$ cat src/rtl/sump_cmd_parser_if.sv
// Byte-in / command-out bundle between the UART receiver, the SUMP command
// parser and the logIP core.
interface sump_cmd_parser_if;
    logic [7:0]  rx_data_i;
    logic        rx_valid_i;
    logic [7:0]  cmd_opcode_o;
    logic [31:0] cmd_data_o;
    logic        cmd_valid_o;
    logic        cmd_ready_i;
    logic        drop_o;
    logic        timeout_o;

    modport master (
        output rx_data_i, rx_valid_i, cmd_ready_i,
        input  cmd_opcode_o, cmd_data_o, cmd_valid_o, drop_o, timeout_o
    );

    modport slave (
        input  rx_data_i, rx_valid_i, cmd_ready_i,
        output cmd_opcode_o, cmd_data_o, cmd_valid_o, drop_o, timeout_o
    );
endinterface

$ cat src/rtl/sump_cmd_parser.sv
// Assembles SUMP short (1-byte) and long (opcode + 32-bit LE argument) commands
// from UART byte strobes and hands them to the core over valid/ready.
module sump_cmd_parser #(
    parameter int TIMEOUT_CYCLES = 100000
) (
    input  logic               clk_i,
    input  logic               rst_i,
    sump_cmd_parser_if.slave   bus
);
    localparam int CW = $clog2(TIMEOUT_CYCLES + 1);
    // Last idle cycle before the abort; a byte arriving here still wins.
    localparam logic [CW-1:0] TERM = CW'(TIMEOUT_CYCLES - 1);

    typedef enum logic [1:0] {
        ST_IDLE = 2'd0,
        ST_ARG  = 2'd1,
        ST_PEND = 2'd2
    } state_t;

    state_t          state_r;
    logic [7:0]      opcode_r;
    logic [31:0]     data_r;
    logic [1:0]      idx_r;
    logic [CW-1:0]   cnt_r;
    logic            valid_r;
    logic            drop_r;
    logic            timeout_r;
    logic            start_s;

    // A new opcode is taken in IDLE, or in PEND when the handshake frees the slot.
    always_comb begin
        start_s = 1'b0;
        if (bus.rx_valid_i && ((state_r == ST_IDLE) ||
                               ((state_r == ST_PEND) && bus.cmd_ready_i))) begin
            start_s = 1'b1;
        end else begin
            start_s = 1'b0;
        end
    end

    // Command FSM with registered outputs.
    always_ff @(posedge clk_i) begin
        if (rst_i) begin
            state_r   <= ST_IDLE;
            opcode_r  <= 8'h00;
            data_r    <= 32'h0000_0000;
            idx_r     <= 2'd0;
            cnt_r     <= '0;
            valid_r   <= 1'b0;
            drop_r    <= 1'b0;
            timeout_r <= 1'b0;
        end else begin
            drop_r    <= 1'b0;
            timeout_r <= 1'b0;
            if (start_s) begin
                opcode_r <= bus.rx_data_i;
                data_r   <= 32'h0000_0000;
                idx_r    <= 2'd0;
                cnt_r    <= '0;
                if (bus.rx_data_i[7]) begin
                    state_r <= ST_ARG;
                    valid_r <= 1'b0;
                end else begin
                    state_r <= ST_PEND;
                    valid_r <= 1'b1;
                end
            end else begin
                case (state_r)
                    ST_IDLE: begin
                        valid_r <= 1'b0;
                    end
                    ST_ARG: begin
                        if (bus.rx_valid_i) begin
                            data_r[{idx_r, 3'b000} +: 8] <= bus.rx_data_i;
                            idx_r <= idx_r + 2'd1;
                            cnt_r <= '0;
                            if (idx_r == 2'd3) begin
                                state_r <= ST_PEND;
                                valid_r <= 1'b1;
                            end else begin
                                state_r <= ST_ARG;
                            end
                        end else if (cnt_r >= TERM) begin
                            state_r   <= ST_IDLE;
                            cnt_r     <= '0;
                            timeout_r <= 1'b1;
                        end else begin
                            cnt_r <= cnt_r + CW'(1);
                        end
                    end
                    ST_PEND: begin
                        if (bus.cmd_ready_i) begin
                            state_r <= ST_IDLE;
                            valid_r <= 1'b0;
                        end else if (bus.rx_valid_i) begin
                            drop_r <= 1'b1;
                        end else begin
                            valid_r <= 1'b1;
                        end
                    end
                    default: begin
                        state_r <= ST_IDLE;
                        valid_r <= 1'b0;
                        idx_r   <= 2'd0;
                        cnt_r   <= '0;
                    end
                endcase
            end
        end
    end

    assign bus.cmd_opcode_o = opcode_r;
    assign bus.cmd_data_o   = data_r;
    assign bus.cmd_valid_o  = valid_r;
    assign bus.drop_o       = drop_r;
    assign bus.timeout_o    = timeout_r;
endmodule

$ cat src/flat_wrapper.sv
// flat-port wrapper written by rule: the top's interface ports become plain ports
module sump_cmd_parser_flat 
#(
    parameter int TIMEOUT_CYCLES = 100000
)
  (clk_i, rst_i, bus_rx_data_i, bus_rx_valid_i, bus_cmd_ready_i, bus_cmd_opcode_o, bus_cmd_data_o, bus_cmd_valid_o, bus_drop_o, bus_timeout_o);
  sump_cmd_parser_if bus_i ();
  input  logic clk_i;
  input  logic rst_i;
  input wire logic [$bits(bus_i.rx_data_i)-1:0] bus_rx_data_i;
  input wire logic [$bits(bus_i.rx_valid_i)-1:0] bus_rx_valid_i;
  input wire logic [$bits(bus_i.cmd_ready_i)-1:0] bus_cmd_ready_i;
  output wire logic [$bits(bus_i.cmd_opcode_o)-1:0] bus_cmd_opcode_o;
  output wire logic [$bits(bus_i.cmd_data_o)-1:0] bus_cmd_data_o;
  output wire logic [$bits(bus_i.cmd_valid_o)-1:0] bus_cmd_valid_o;
  output wire logic [$bits(bus_i.drop_o)-1:0] bus_drop_o;
  output wire logic [$bits(bus_i.timeout_o)-1:0] bus_timeout_o;
  assign bus_i.rx_data_i = bus_rx_data_i;
  assign bus_i.rx_valid_i = bus_rx_valid_i;
  assign bus_i.cmd_ready_i = bus_cmd_ready_i;
  assign bus_cmd_opcode_o = bus_i.cmd_opcode_o;
  assign bus_cmd_data_o = bus_i.cmd_data_o;
  assign bus_cmd_valid_o = bus_i.cmd_valid_o;
  assign bus_drop_o = bus_i.drop_o;
  assign bus_timeout_o = bus_i.timeout_o;
  sump_cmd_parser #(.TIMEOUT_CYCLES(TIMEOUT_CYCLES)) u_core (.clk_i(clk_i), .rst_i(rst_i), .bus(bus_i));
endmodule
$ cat config.mk
export PLATFORM = sky130hd
export DESIGN_NAME = sump_cmd_parser_flat
export DESIGN_NICKNAME = d
export VERILOG_FILES = /design/src/rtl/sump_cmd_parser_if.sv /design/src/rtl/sump_cmd_parser.sv /design/src/flat_wrapper.sv
export SDC_FILE = /design/constraint.sdc
export NUM_CORES = 1
export LEC_CHECK = 0
export ABC_AREA = 1
export CAP_MARGIN = 10
export CORE_MARGIN = 2
export CORE_UTILIZATION = 30
export DETAILED_ROUTE_END_ITERATION = 16
export MAX_ROUTING_LAYER = met4
export PLACE_DENSITY = 0.64
export RECOVER_POWER = 25
export SYNTH_ARGS = -nofsm -noshare
export SYNTH_HDL_FRONTEND = slang
export SYNTH_SLANG_ARGS = --single-unit
$ cat constraint.sdc
create_clock -name clk_i -period 1.7 [get_ports clk_i]
set_input_delay 0.34 -clock clk_i [delete_from_list [all_inputs] [get_ports clk_i]]
set_output_delay 0.34 -clock clk_i [all_outputs]
set_load 0.02 [all_outputs]
== After elaboration in Yosys (flattened, before gate mapping) ==
Cells that the tools add are included.

* Add/subtract/negate cells: 3
* Magnitude comparators: 1
* Equal/unequal tests: 10
* Shift-type cells: 2
* Mux-type cells: 23
* Bitwise operators: 3
* Reduce and logical (&&, ||, !) cells: 12

{| class="wikitable"
|+ Operators by type and width
! operator !! count
|-
| 17-bit 2-to-1 mux || 2
|-
| 17-bit one-hot mux with 2 select lines || 1
|-
| 32-bit bitwise mux || 1
|-
| 8-bit by 7-bit variable shift with 32-bit output (first input constant) || 1
|-
| 8-bit by 7-bit indexed part select with 32-bit output || 1
|-
| 17-bit by 1-bit adder with 17-bit output (second input constant) || 1
|-
| 17-bit greater-or-equal comparator (second input constant) || 1
|-
| 2-bit 2-to-1 mux || 7
|-
| 1-bit 2-to-1 mux || 9
|-
| 4-bit OR reduction || 2
|-
| 5-bit negation with 7-bit output || 1
|-
| 3-bit by 2-bit != test with 1-bit output (second input constant) || 2
|-
| 2-bit one-hot mux with 3 select lines || 1
|-
| 3-bit AND reduction || 2
|-
| 2-bit == test (second input constant) || 2
|-
| 4-bit by 2-bit != test with 1-bit output (second input constant) || 1
|-
| 4-bit by 3-bit != test with 1-bit output (second input constant) || 1
|-
| 2-bit one-hot mux with 2 select lines || 1
|-
| 2-bit AND reduction || 2
|-
| 2-bit OR reduction || 2
|-
| 3-bit by 1-bit != test with 1-bit output (second input constant) || 1
|-
| 1-bit NOT || 3
|-
| 2-bit by 1-bit adder with 2-bit output (second input constant) || 1
|-
| 2-bit by 1-bit == test with 1-bit output (second input constant) || 1
|-
| other kinds (6) || 7
|}

* Flip-flop bits (word level): 64
* Output and inout port bits: 43
* Word-level logic and storage cells: 62

== Longest topological paths before layout ==
Gate-level depths: netlist of the first run.

* Depth after elaboration: 7
* Depth in mapped cells: 13
* Gate-level depth less buffers: 13

== Worst setup path after synthesis of the first run ==
No wires, ideal clock.

* Path kind: reg2reg
* Start point: reg u_core.idx_r[0]
* End point: reg u_core.data_r[24], in the netlist u_core.bus.cmd_data_o[24]
* Setup time: 0.070 ns
* Arrival: 1.736 ns
* Required time: 1.630 ns
* Setup slack: -0.106 ns
* Cell stages (with the launch flop): 7
* Buffers on the path: 1
* Period minus slack after synthesis: 1.806 ns
* Cells stage by stage: dfxtp_1 clkinv_1 ha_1 buf_1 nor2_1 nand2_1 a21oi_1

* Longest elaborated chain between the ends: 3
* Elaborated cells between the ends (all ways): 4

{| class="wikitable"
|+ RTL lines
! item !! RTL line !! text
|-
| start, declared || sump_cmd_parser.sv:23 || <nowiki>logic [1:0] idx_r;</nowiki>
|-
| start signal, assigned || sump_cmd_parser.sv:75 || <nowiki>idx_r <= idx_r + 2'd1;</nowiki>
|-
| 5-bit negation with 7-bit output (*) || sump_cmd_parser.sv:74 || <nowiki>data_r[{idx_r, 3'b000} +: 8] <= bus.rx_data_i;</nowiki>
|-
| 8-bit by 7-bit indexed part select with 32-bit output / 8-bit by 7-bit variable shift with 32-bit output (equally long branches) || sump_cmd_parser.sv:74 ||
|-
| 32-bit bitwise mux (*) || sump_cmd_parser.sv:74 ||
|-
| end signal, assigned by index || sump_cmd_parser.sv:74 ||
|-
| end, declared || sump_cmd_parser.sv:22 || <nowiki>logic [31:0] data_r;</nowiki>
|}

Mark *: on every way between the ends. The rest lies on a longest branch, timed or not.
A chain may end at the register's enable or synchronous reset.

== Worst setup path after layout of the first run ==
* Start point: reg u_core.data_r[31], in the netlist u_core.bus.cmd_data_o[31]
* End point: out bus_cmd_data_o[31]

{| class="wikitable"
|+ RTL lines
! item !! RTL line !! text
|-
| end, declared || flat_wrapper.sv:14 || <nowiki>output wire logic [$bits(bus_i.cmd_data_o)-1:0] bus_cmd_data_o;</nowiki>
|}

No word-level cell between the ends.

==> run summary, run 1 <==
CTS H-tree lvls: 3
Reg power frac: 0.388
Worst Max-Slew Pin Slew: 0.3454 ns
Hpwl dp: 5677 µm
Synth area leaders: dfxtp_1 (43%), nand2_1 (8.8%), a21oi_1 (6.8%), nand3_1 (5.6%), inv_1 (5.5%)
Layout Cells excl Fill: 618
Sw Pwr: 1.380 mW
Final nets: 502
Clock Sinks: 64
Hold Startpoint: u_core.bus.cmd_data_o[22]
Die height: 103.1 µm
CP startpoint: u_core.bus.cmd_data_o[31]
Pin count of the biggest net entering global routing: 22
Via/cell ratio: 4.552
CTS hold repair buffers: 0
Crit-path slowest cell: clkdlybuf4s50_1
First-pass GRT wire length: 12410 µm
Reg-to-reg startpoint: u_core.state_r[0]
Placed Instances: 602
Fillers: 982
Bufs and invs on worst path: 1
Pwr Density: 1030 nW/µm²
Wire per inst: 12.48 µm
Final number of hold-violating endpoints: 0
DIE AREA: 10630 µm²
Clk Latency, worst-skew pair: 0.35 ns
Ports: 55
Worst Path Max Fanout: 2
Register area share after synthesis: 0.4348
Outcome: completed
Initial DRT Pass Iterations: 4
Drc violations: 0
Rows: 36
Switching share of power: 0.3209
Lkg Pwr: 1.537 nW
CTS Buf Count: 9
Worst vdd ir: 0.4473 mV
Share of the synthesized area in the top cell type: 0.4348
Cell family with most CP delay: buffers and inverters
Warnings from Yosys: 0
Combinational power share: 0.269
CP cell instances: clkdlybuf4s50_1
Setup violations, final: 0
Yosys reg bits: 64
Total routed wirelength: 7714 µm
Antenna violations before repair: 0
Post-layout minimum cycle time: 1.669 ns
CTS max path bufs: 2
Synth cell types: 33
Routed Antenna Nets: 0
CTS root buf: clkbuf_8
Vias: 2813
Vias in the first global route: 2679
CP Class: reg2out
Fmax: 0.5992 GHz
Most frequent cells in the layout: nand2_1 (69), dfxtp_1 (61), clkdlybuf4s50_1 (48)
Die Wd: 103.1 µm
Setup TNS: 0 ns
Min-Delay Path Class: reg2reg
Gr usage total: 0.1544
Inserted Diodes: 0
WP data required: 1.36 ns
Port Buffer Count: 54
Internal Power: 2.920 mW
GP Congestion: 0.8424
Mapped Nets: 414
Fin. max-slew vios: 0
CTS tree: done
Synth Instances: 392
Core region area: 9639 µm²
Post-Place Cell Area: 3886 µm²
Starting DRT DRC Count: 92
Area delta synth->final: 41.61%
RSZ-0062 raised after global routing: yes
Mean Syn Cell Area: 7.517 µm²
Critical Path Max Stage Delay: 0.62 ns
Cell taking the most area after synthesis: dfxtp_1
Final Cycle Share: 0.9816
Max-slew headroom at the worst pin: 0.7692
Starting Density: 0.3057
Layout Skew: 0.01301 ns
Worst-path clk slew: 0.08 ns
Worst Path Arrival: 1.33 ns
Commonest non-fill, non-tap cell in the layout: nand2_1
Postcts setup bufs: 0
Total gr overflow: 0
Share of cells above drive strength 1: 0.1835
Fin area: 4173 µm²
CP Capture Type: output pin
Netlist Area Pre-Place: 2947 µm²
Max Cap Viol: 0
Clock power share: 0.343
Overall power: 4.300 mW
Crit start category: register
[path summary, 6_finish.rpt]
path                               end  slack, ns  cells past startpoint
min          u_core.bus.cmd_data_o[22]       0.45                      2
max reg2reg           u_core.cnt_r[16]       0.07                     11
max                 bus_cmd_data_o[31]       0.03                      1
min reg2reg  u_core.bus.cmd_data_o[22]       0.45                      2
[per-layer routing]
layer  vias up  share of wire  GRT usage
li1       1454              -          -
met2        65           0.47     0.2453
met3        10          0.037    0.03390
met1      1284           0.48     0.1926
met4         0          0.015    0.05668
met5         -              0          -
[layout make-up]
type	instances	area, µm²	share of cell area
inverter	50	193.9	0.04648
multi-input combinational	269	1524	0.3652
timing repair buffer	86	778.2	0.1865
clock inverter	6	92.59	0.02219
sequential	64	1290	0.3091
tap	133	166.4	0.03988
clock buffer	10	127.6	0.03058
[Yosys cell counts]
cell       n
a211oi_1   8
a21oi_1   40
a21oi_2    2
a31oi_1    8
and3_1     1
buf_1      1
buf_2      3
buf_4      1
buf_6      1
clkbuf_1   3
clkinv_1   3
dfxtp_1   64
ha_1      10
inv_1     43
inv_2      3
inv_4      1
mux2i_1    1
nand2_1   69
nand2_2    4
nand2_4    2
nand3_1   33
nand3_2    1
nand4_2    1
nor2_1    43
nor2_2     3
nor2_4     5
nor3_1    10
nor3b_1    1
o21ai_0   17
o21bai_1   1
or2_2      1
xnor2_1    3
xor2_1     5
[per-stage QoR]
| step | setup WS, ns | hold slack [ns] | util |
|---|---|---|---|
| after floorplan | 0.05803 | 0.4091 | - |
| after global placement | -0.06875 | 0.4486 | 0.4032 |
| after detailed placement | -0.09005 | 0.4413 | 0.4032 |
| after CTS | 0.004373 | 0.4551 | 0.4263 |
| after global routing | -0.01111 | 0.4863 | 0.4329 |
| final | 0.03120 | 0.4532 | 0.4329 |
[power by group through the flow]
stage | Combinational, mW | Clock [mW] | Sequential, mW
final | 1.16 | 1.47 | 1.67
after detailed placement | 1.09 | 0 | 1.68
after global routing | 1.27 | 1.58 | 1.68
after floorplan | 0.594 | 0 | 1.75
after CTS | 1.10 | 1.50 | 1.65
after global placement | 1.07 | 0 | 1.68
[registers in the layout, summed over array words and instances, names as in the netlist]
| register | cells |
|---|---|
| u_core.bus.cmd_data_o | 32 |
| u_core.bus.cmd_opcode_o | 8 |
| u_core.bus.cmd_valid_o | 1 |
| u_core.bus.drop_o | 1 |
| u_core.bus.timeout_o | 1 |
| u_core.cnt_r | 17 |
| u_core.idx_r | 2 |
| u_core.state_r | 2 |
[cells by family after synthesis]
family | share of synthesized area
xor+xnor | 0.02378
fa+ha+maj | 0.04246
flops | 0.4348
buf+inv | 0.08110
mux | 0.003397
simple gates | 0.2718
compound gates | 0.1427
[timing repair]
item | 4_1_cts | 5_1_grt
gates resized for setup | 1 | 34
pin swaps | 0 | 4
hold endpoints to repair | 0 | 0
endpoints found under the setup margin | 3 | 46
(Power assumes the default switching activity.)
==> run 2, diff against run 1 <==
--- a/config.mk
+++ b/config.mk
@@ -7,11 +7,11 @@
 export LEC_CHECK = 0
 export ABC_AREA = 1
 export CAP_MARGIN = 10
-export CORE_MARGIN = 2
-export CORE_UTILIZATION = 30
+export CORE_MARGIN = 4
+export CORE_UTILIZATION = 47
 export DETAILED_ROUTE_END_ITERATION = 16
 export MAX_ROUTING_LAYER = met4
-export PLACE_DENSITY = 0.64
+export PLACE_DENSITY = 0.87
 export RECOVER_POWER = 25
 export SYNTH_ARGS = -nofsm -noshare
 export SYNTH_HDL_FRONTEND = slang
==> run summary, run 2 (same netlist as run 1, synthesis figures left out) <==
RSZ-0062 raised after global routing: yes
Core Util, Final: 0.6637
Hpwl dp: 5455 µm
Fin. max-slew vios: 0
Clock power share: 0.289
Area delta synth->final: 34.95%
Pin count of the biggest net entering global routing: 36
Fmax: 0.5931 GHz
Outcome: completed
Worst Max-Slew Pin Slew: 0.3548 ns
Total gr overflow: 0
Final nets: 495
Port Buffer Count: 54
Setup violations, final: 0
Wire per inst: 13.82 µm
Final worst setup slack: 0.01407 ns
CTS Buf Count: 9
CTS H-tree lvls: 3
Crit start category: register
Worst Path Max Fanout: 4
Antenna violations before repair: 0
Vias in the first global route: 2895
Max-slew headroom at the worst pin: 0.7617
DIE AREA: 7600 µm²
Internal Power: 2.564 mW
Rows: 28
Placed Instances: 534
Area occupied by registers: 1289 µm²
Final number of hold-violating endpoints: 0
Pwr Density: 977.4 nW/µm²
Largest register FFs: 32
Core region area: 5991 µm²
Vias: 2903
Via/cell ratio: 5.250
CTS root buf: clkbuf_8
Met1 wire length: 3309 µm
Lkg Pwr: 1.473 nW
CP Capture Type: register
Drc violations: 0
Clk Latency, worst-skew pair: 0.34 ns
Inserted Diodes: 0
WP data required: 1.97 ns
Share of cells above drive strength 1: 0.1674
Ports: 55
GP Congestion: 0.8888
CTS max path bufs: 2
Combinational power share: 0.281
Commonest non-fill, non-tap cell in the layout: nand2_1
Reg power frac: 0.430
Overall power: 3.886 mW
Layout Cells excl Fill: 553
CTS hold repair buffers: 0
First-pass GRT wire length: 12770 µm
Starting DRT DRC Count: 189
Clock Sinks: 64
Die Wd: 87.18 µm
Met3 Wirelength: 455 µm
Uppermost layer routed: met4
Final Cycle Share: 0.9917
Initial DRT Pass Iterations: 5
Fin area: 3976 µm²
Post-layout minimum cycle time: 1.686 ns
Gr usage total: 0.2195
WL met2: 3792 µm
Max Cap Viol: 0
Total routed wirelength: 7644 µm
Setup TNS: 0 ns
Hold Slack: 0.4622 ns
CP Class: reg2reg
WHS Path Cells: 2
Setup WS pre-CTS: -0.1404 ns
Sw Pwr: 1.322 mW
Min-Delay Path Class: reg2reg
Die height: 87.18 µm
R2R depth: 11
Fillers: 477
Starting Density: 0.4919
Worst vdd ir: 0.5861 mV
Post-Place Cell Area: 3726 µm²
Worst Path Arrival: 1.96 ns
Area of the multi-input gates: 1504 µm²
Worst-path clk slew: 0.07 ns
Layout Skew: 0.006931 ns
CTS tree: done
Routed Antenna Nets: 0
Most frequent cells in the layout: nand2_1 (67), dfxtp_1 (62), clkdlybuf4s50_1 (50)
Switching share of power: 0.3403
-- run 2: power by group through the flow --
stage | registers (mW) | logic (mW) | clock network, mW
floorplan | 1.75 | 0.594 | 0
global route | 1.68 | 1.20 | 1.22
CTS | 1.65 | 1.04 | 1.15
finish | 1.67 | 1.09 | 1.12
detailed placement | 1.68 | 1.03 | 0
global placement | 1.68 | 0.998 | 0
-- run 2: area by class of cell --
type,count,share of cell area
Tap cell,75,0.02360
Sequential cell,64,0.3241
Multi-Input combinational cell,269,0.3782
Clock buffer,9,0.03115
Clock inverter,7,0.01227
Timing Repair Buffer,79,0.1809
Inverter,50,0.04972
-- run 2: critical path, stage by stage (launching register included) --
cell	delay, ns
dfxtp_4	0.37
inv_4	0.05
ha_4	0.16
nor2_4	0.14
inv_4	0.06
nor2_4	0.12
inv_2	0.06
nor2_4	0.15
nand2_2	0.08
o21bai_1	0.18
nand3_1	0.12
nor2_1	0.14
-- run 2: timing repair --
action / CTS / global route
setup buffers: 0 / 3
setup endpoints to repair: 6 / 24
pin swaps: 0 / 7
resized for setup: 4 / 24
-- run 2: per-layer routing --
layer / GRT usage / vias to the layer above
li1: - / 1435
met1: 0.2630 / 1350
met2: 0.3520 / 107
met3: 0.05676 / 11
met4: 0.08787 / 0
met5: - / -
-- run 2: final timing paths --
check | slack [ns] | from | endpoint
worst min-delay path | 0.46 | u_core.bus.cmd_data_o[17] | u_core.bus.cmd_data_o[17]
worst max-delay path | 0.01 | u_core.state_r[0] | u_core.cnt_r[10]
worst min register to register | 0.46 | u_core.bus.cmd_data_o[17] | u_core.bus.cmd_data_o[17]
worst max register to register | 0.01 | u_core.state_r[0] | u_core.cnt_r[10]
